**src/rtl/issue_queue.sv**
```systemverilog
// In-order issue queue: circular buffer between decode/issue and execute, with
// misprediction flush and a saturating count of cycles spent full.
module issue_queue #(
  parameter int DEPTH  = 8,
  parameter int DATA_W = 64,
  parameter int CNT_W  = 32
) (
  input  logic                       clk,
  input  logic                       rst,
  input  logic                       enq_valid,
  input  logic [DATA_W-1:0]          enq_data,
  input  logic                       deq_ready,
  output logic                       deq_valid,
  output logic [DATA_W-1:0]          deq_data,
  input  logic                       branch_miss,
  output logic                       issue_queue_full,
  output logic [$clog2(DEPTH):0]     occupancy,
  output logic [CNT_W-1:0]           full_cycles
);

  localparam int IW = $clog2(DEPTH);
  localparam int PW = IW + 1;

  logic [DATA_W-1:0] r_mem [DEPTH];
  logic [PW-1:0]     r_head;
  logic [PW-1:0]     r_tail;
  logic [CNT_W-1:0]  r_full_cycles;

  logic              w_empty;
  logic              w_full;
  logic              w_enq_fire;
  logic              w_deq_fire;

  // Pointers carry one extra wrap bit so full and empty are distinguishable.
  assign w_empty    = (r_head == r_tail);
  assign w_full     = (r_head[IW-1:0] == r_tail[IW-1:0]) && (r_head[IW] != r_tail[IW]);
  assign w_enq_fire = enq_valid && !w_full && !branch_miss;
  assign w_deq_fire = !w_empty && deq_ready && !branch_miss;

  assign deq_valid        = !w_empty;
  assign deq_data         = r_mem[r_head[IW-1:0]];
  assign issue_queue_full = w_full;
  assign occupancy        = r_tail - r_head;
  assign full_cycles      = r_full_cycles;

  always_ff @(posedge clk) begin
    if (rst) begin
      r_head <= '0;
      r_tail <= '0;
    end else if (branch_miss) begin
      r_head <= r_tail;
    end else begin
      if (w_enq_fire) begin
        r_tail <= r_tail + PW'(1);
      end
      if (w_deq_fire) begin
        r_head <= r_head + PW'(1);
      end
    end
  end

  // Storage has no reset; only entries between head and tail are ever observed.
  always_ff @(posedge clk) begin
    if (w_enq_fire && !rst) begin
      r_mem[r_tail[IW-1:0]] <= enq_data;
    end
  end

  // Counts full cycles, including a cycle in which a flush occurs.
  always_ff @(posedge clk) begin
    if (rst) begin
      r_full_cycles <= '0;
    end else if (w_full && (r_full_cycles != {CNT_W{1'b1}})) begin
      r_full_cycles <= r_full_cycles + CNT_W'(1);
    end else begin
      r_full_cycles <= r_full_cycles;
    end
  end

endmodule

```
**config.mk**
```make
export PLATFORM = sky130hd
export DESIGN_NAME = issue_queue
export DESIGN_NICKNAME = d
export VERILOG_FILES = /design/src/rtl/issue_queue.sv
export SDC_FILE = /design/constraint.sdc
export NUM_CORES = 1
export LEC_CHECK = 0
export ABC_AREA = 1
export ABC_CLOCK_PERIOD_IN_PS = 13600
export BUFFER_PORTS_ARGS = -buffer_cell sky130_fd_sc_hd__clkbuf_2
export CAP_MARGIN = 40
export CORE_ASPECT_RATIO = 0.75
export CORE_MARGIN = 1
export CORE_UTILIZATION = 60
export DETAILED_ROUTE_END_ITERATION = 10
export GPL_TIMING_DRIVEN = 1
export PLACE_DENSITY_LB_ADDON = 0.05
export SLEW_MARGIN = 0
export SYNTH_ARGS = -nofsm -noshare
export SYNTH_HDL_FRONTEND = slang
export SYNTH_SLANG_ARGS = --single-unit
```
**constraint.sdc**
```tcl
create_clock -name clk -period 13.6 [get_ports clk]
set_input_delay 3.4 -clock clk [delete_from_list [all_inputs] [get_ports clk]]
set_output_delay 3.4 -clock clk [all_outputs]
set_load 0.005 [all_outputs]
```
==> summary.md, run 1 <==
| Metric | Value |
|---|---|
| Final setup vio count | `0` |
| Wire per inst | `between 15 and 20 µm` |
| Layout Skew | `0.0127 ns` |
| Hold Worst Slack | `just under 0.5 ns` |
| Min-Delay Path Class | `register to register` |
| Synth cell types | `33` |
| Count of pins over their slew limit | `0` |
| Min-delay src | `full_cycles[0]` |
| Mapped Avg Cell Area | `~12 µm²` |
| Synth warn | `0` |
| Postcts setup bufs | `0` |
| Worst r2r path cells | `11` |
| Routed wire length | `around 49000 µm` |
| First-pass GRT wire length | `between 70000 and 80000 µm` |
| Final period util | `a little over half` |
| Worst path cell trace | `buf_4, buf_4, nor2_1, o32ai_1, nand2_1, nand2_1, clkbuf_2` |
| HPWL after DPL | `27200 µm` |
| DR iter-0 viols | `between 1500 and 2000` |
| Post-CTS Resized | `0` |
| Nets | `2090` |
| Peak Freq | `around 130 MHz` |
| Core area | `around 36000 µm²` |
| Vias in the first global route | `about 14000` |
| Worst path slowest cell | `dfxtp_4` |
| Unrepaired setup endpoints after global routing | `false` |
| Max FO, Critical Path | `94` |
| Worst vdd ir | `around 0.13 mV` |
| Synth area leaders | `edfxtp_1, nor2_1, nand2_1, o32ai_1, dfxtp_1` |
| Width of the die | `225 µm` |
| Hold-fix buffers, CTS | `0` |
| GRT Overall Usage | `~26%` |
| Worst-margin pin slew | `a little over 0.9 ns` |
| Starting Density | `61.7%` |
| Largest net degree at the start of global routing | `130` |
| Synth area leader | `edfxtp_1` |
| WP data arrival | `roughly 4.0 ns` |
| Leak pwr | `roughly 9.0 nW` |
| Clock slew at reported path FFs | `roughly 0.07 ns` |
| Final instance area | `25500 µm²` |
| Startpoint types | `register` |
| Synth Cell Area | `about 22000 µm²` |
| CTS root buffer | `clkbuf_16` |
| Antenna viol nets, final | `0` |
| Port bufs | `170` |
| Max-Cap Viols | `0` |
| CTS tree | `built` |
| Site Rows | `60` |
| Pwr Density | `approximately 150 nW/µm²` |
| CTS Sinks | `555` |
| Relative max-transition margin | `around 39%` |
| Layout cells sized above 1 | `~15%` |
| Final cell count without fillers | `2554` |
| Clock buffer depth | `3` |
| Net Count, Synth | `just under 2000` |
| DRC | `0` |
| Drt pass-1 iters | `8` |
| Global route overflow | `0` |
| Final TNS setup | `0 ns` |
| Die Ht | `around 170 µm` |
| CP Capture Type | `output pin` |
| FF-to-FF Start | `r_tail[0]` |
| Routability cong. | `just over 0.9` |
| CP Data Required Time | `a little over 10 ns` |
| Synth-to-layout area growth | `13.5%` |
| Final Hold Viols | `0` |
| Placed Area | `approximately 24000 µm²` |
| Tmin final | `approximately 7.4 ns` |
| Initial antenna violation count | `3` |
| DP Worst Slack | `between 6 and 7 ns` |
| Fillers | `2632` |
| CP max stage delay | `0.89 ns` |
| Hold depth | `2` |
| Inserted Clock Buffers | `a little over 50` |
| Syn Inst Count | `~1900` |
| WS Path Type | `register to output pin` |
| #FFs+latches synth | `roughly 560` |
| Vias per inst | `about 5.8` |
| Clk_lat worst skew | `about 0.57 ns` |
| Yosys top cell area share | `around two thirds` |
| Status | `finished, final reports clean` |
| Placed cells | `roughly 2500` |
| Die area | `about 38000 µm²` |
| DR vias | `between 10000 and 15000` |
| H-tree depth | `2` |
| Final worst slack | `around 6.2 ns` |
| IO Pins | `about 170` |
| Seq/Total Area, Yosys | `72.4%` |
## per-layer routing
layer | global-route usage, % | wire length (µm) | vias up
li1 | - | - | 6970
met1 | 38.7 | 22300 | 7240
met2 | 40.3 | 23100 | 473
met3 | 4.12 | 3200 | 61
met4 | 5.41 | 608 | 2
met5 | 0 | 14 | -
## worst max-delay path: cells and delay by family (launching register included)
kind,cells,cell delay (ns)
buf+inv,3,1.73
flops,1,0.89
simple gates,3,0.35
compound gates,1,0.29
## state kept, by name (all words and copies together) (netlist names), named ones only
name         flops
r_mem          512
full_cycles     32
r_head           4
r_tail           4
## synthesized netlist by cell type
| cell type | instances |
|---|---|
| buf_1 | 3 |
| nor3b_1 | 1 |
| fa_1 | 1 |
| nand4_1 | 6 |
| xor2_1 | 3 |
| nand2_2 | 5 |
| ha_1 | 6 |
| nor3_1 | 7 |
| nor2_4 | 4 |
| clkinv_1 | 1 |
| o32ai_1 | 128 |
| nand3_1 | 40 |
| o22ai_1 | 1 |
| xnor2_1 | 1 |
| nand2_1 | 307 |
| buf_6 | 10 |
| inv_1 | 42 |
| or2_2 | 1 |
| nand3b_4 | 1 |
| a211oi_1 | 1 |
| nand3_2 | 1 |
| nor2_1 | 475 |
| nor3_2 | 2 |
| nor2_2 | 4 |
| edfxtp_1 | 512 |
| a31oi_1 | 1 |
| dfxtp_1 | 43 |
| buf_2 | 36 |
| o21ai_0 | 134 |
| clkbuf_1 | 54 |
| inv_2 | 3 |
| buf_4 | 3 |
| a21oi_1 | 33 |
## power breakdown
part           internal (mW)  leakage [nW]  switching, mW  total, mW
sequential              1.88          4.96         0.0212       1.90
clock                  0.839         0.832          0.604       1.44
combinational          0.131          3.20          0.240      0.371
## final cells by class
cell class / instances / area [µm²] / share of cell area (%)
antenna: 2 / 5.00 / 0.0197
clock buffer: 68 / 1400 / 5.51
clock inverter: 27 / 289 / 1.14
inverter: 46 / 180 / 0.708
multi-input combinational: 1163 / 5520 / 21.7
sequential: 555 / 16200 / 63.8
tap: 496 / 621 / 2.44
timing repair buffer: 197 / 1190 / 4.66
## worst paths after layout
check	slack [ns]	endpoint
max	6.19	deq_data[61]
max reg2reg	9.74	r_mem[7][59]
min	0.50	full_cycles[0]
min reg2reg	0.50	full_cycles[0]
## cell families after synthesis
kind of cell / synth area share, %
simple gates: 15.0
flops: 72.4
compound gates: 8.82
buf+inv: 3.13
fa+ha+maj: 0.424
xor+xnor: 0.156
## stage by stage
step / utilization [%] / power [mW]
after floorplan: - / 2.16
after CTS: 70.0 / 3.73
after detailed placement: 65.4 / 2.30
final: 70.0 / 3.71
after global placement: 64.9 / 2.29
after global routing: 70.0 / 3.84
## cell usage in the layout (no fill, tap or decap), types with 13 or more instances in the layout
cell | netlist | final
edfxtp_1 | 512 | 512
nor2_1 | 475 | 474
nand2_1 | 307 | 307
clkbuf_2 | 0 | 170
o21ai_0 | 134 | 134
o32ai_1 | 128 | 128
clkbuf_16 | 0 | 53
inv_1 | 42 | 41
nand3_1 | 40 | 40
dfxtp_1 | 43 | 40
a21oi_1 | 33 | 33
buf_4 | 3 | 20
clkbuf_1 | 54 | 13
Note: power is estimated with default switching activity, not from simulation.
==> run 2, diff against run 1 <==
- ABC_CLOCK_PERIOD_IN_PS: 13600 -> 7600
- clock period: 13.6 -> 7.6 ns (I/O delays scaled with it)
==> summary.md, run 2 (synthesis gave the netlist of run 1 again) <==
| Metric | Value |
|---|---|
| Status | `finished, final reports clean` |
| FF-to-FF Start | `r_tail[0]` |
| Final setup vio count | `0` |
| Worst path cell trace | `inv_8, buf_4, nor2_1, o32ai_1, nand2_1, nand2_1, clkbuf_2` |
| H-tree depth | `2` |
| Synth-to-layout area growth | `13.1%` |
| Routed wire length | `around 48000 µm` |
| Max FFs per register | `around 500` |
| CP Data Required Time | `around 5.7 ns` |
| Core area | `36300 µm²` |
| Placed Area | `around 24000 µm²` |
| Multi-input logic area | `5520 µm²` |
| HPWL after DPL | `~27000 µm` |
| Min-delay src | `full_cycles[0]` |
| Worst reg-to-reg setup slack | `~3.7 ns` |
| Worst vdd ir | `0.195 mV` |
| Tmin final | `~5.3 ns` |
| Initial antenna violation count | `2` |
| Hold Worst Slack | `about 0.5 ns` |
| Layout cells sized above 1 | `~14%` |
| CTS tree | `built` |
| Final Hold Viols | `0` |
| Die area | `approximately 38000 µm²` |
| Nets | `about 2100` |
| WS Path Type | `register to output pin` |
| Leak pwr | `between 8 and 9 nW` |
| Fillers | `~2600` |
| IO Pins | `171` |
| Largest net degree at the start of global routing | `roughly 200` |
| Site Rows | `60` |
| Relative max-transition margin | `about two fifths` |
| Unrepaired setup endpoints after global routing | `false` |
| Final TNS setup | `0 ns` |
| Commonest cells after routing, fill and taps aside | `edfxtp_1, nor2_1, nand2_1` |
| DR vias | `around 15000` |
| Clock buffer depth | `3` |
| First-pass GRT wire length | `between 70000 and 80000 µm` |
| Port bufs | `170` |
| DP Worst Slack | `approximately 3 ns` |
| Most common cell after layout, fill and taps aside | `edfxtp_1` |
| Most numerous cell on the critical path | `nand2_1` |
| Worst path slowest cell | `inv_8` |
| Final instance area | `~25000 µm²` |
| CTS Sinks | `555` |
| Worst r2r dst | `r_mem[7][62]` |
| WP data arrival | `approximately 3.4 ns` |
| Hold depth | `2` |
| Final cell count without fillers | `approximately 2600` |
| Clk_lat worst skew | `~0.57 ns` |
| DRC | `0` |
| Register area | `about 16000 µm²` |
| Hold-fix buffers, CTS | `0` |
| Width of the die | `roughly 230 µm` |
| Vias per inst | `5.74` |
| Routability cong. | `0.898` |
| DR iter-0 viols | `1317` |
| Die Ht | `between 150 and 200 µm` |
| CP max stage delay | `slightly below 0.7 ns` |
| Power, Total | `between 6 and 7 mW` |
| Worst min-delay path endpoint | `full_cycles[0]` |
| Drt pass-1 iters | `5` |
| Worst r2r path cells | `10` |
| Count of pins over their slew limit | `0` |
| Min-Delay Path Class | `register to register` |
| Antenna viol nets, final | `0` |
| Layout Skew | `0.0157 ns` |
| Final period util | `a little over two thirds` |
| Global route overflow | `0` |
| Wire per inst | `around 19 µm` |
| Clock slew at reported path FFs | `roughly 0.060 ns` |
| Placed cells | `2455` |
| Worst-margin pin slew | `between 0.9 and 1 ns` |
| Postcts setup bufs | `0` |
| Inserted Clock Buffers | `51` |
| Final Util | `a little over two thirds` |
| CP Capture Type | `output pin` |
| Startpoint types | `register` |
| Vias in the first global route | `13598` |
| Max FO, Critical Path | `between 100 and 150` |
| Post-CTS Resized | `0` |
| Max-Cap Viols | `0` |
| Pwr Density | `256 nW/µm²` |
| Final worst slack | `between 2 and 2.5 ns` |
| GRT Overall Usage | `25.0%` |
| Starting Density | `61.7%` |
| Peak Freq | `190 MHz` |
| CTS root buffer | `clkbuf_16` |
run 2: layout make-up:
class                      count  share of cell area (%)
clock inverter                31                   0.977
tap                          496                    2.45
timing repair buffer         195                    4.77
clock buffer                  63                    5.25
antenna                        1                 0.00987
sequential                   555                    64.1
inverter                      46                   0.711
multi-input combinational   1163                    21.8
run 2: worst max-delay path, delay by kind of cell (launching register included):
kind | cells | cell delay [ns]
buffers and inverters | 3 | 1.46
AOI/OAI and AO/OA | 1 | 0.32
and+or+nand+nor | 3 | 0.31
DFF | 1 | 0.55
run 2: worst max path at each step:
stage / startpoint / end / slack [ns] / depth (start not counted)
finish: register / deq_data[11] / 2.33 / 7
floorplan: rst / r_mem[6][0] / 0.32 / 4
global placement: rst / r_mem[5][30] / 2.85 / 5
CTS: register / deq_data[11] / 2.37 / 7
global route: register / deq_data[11] / 2.12 / 7
detailed placement: register / deq_data[11] / 2.99 / 7
run 2: layer usage:
layer  vias to the layer above  global-route usage [%]  part of all wire, %
met5                         -                       0                0.063
met4                         4                    6.39                  1.8
met3                        77                    4.12                  6.8
met2                       471                    39.4                   47
met1                      7109                    36.5                   45
li1                       6976                       -                    -
run 2: report_power, final:
part	switching, mW	internal [mW]
Clock	1.09	1.35
Combinational	0.434	0.236
Sequential	0.0320	3.36
Total	1.55	4.94
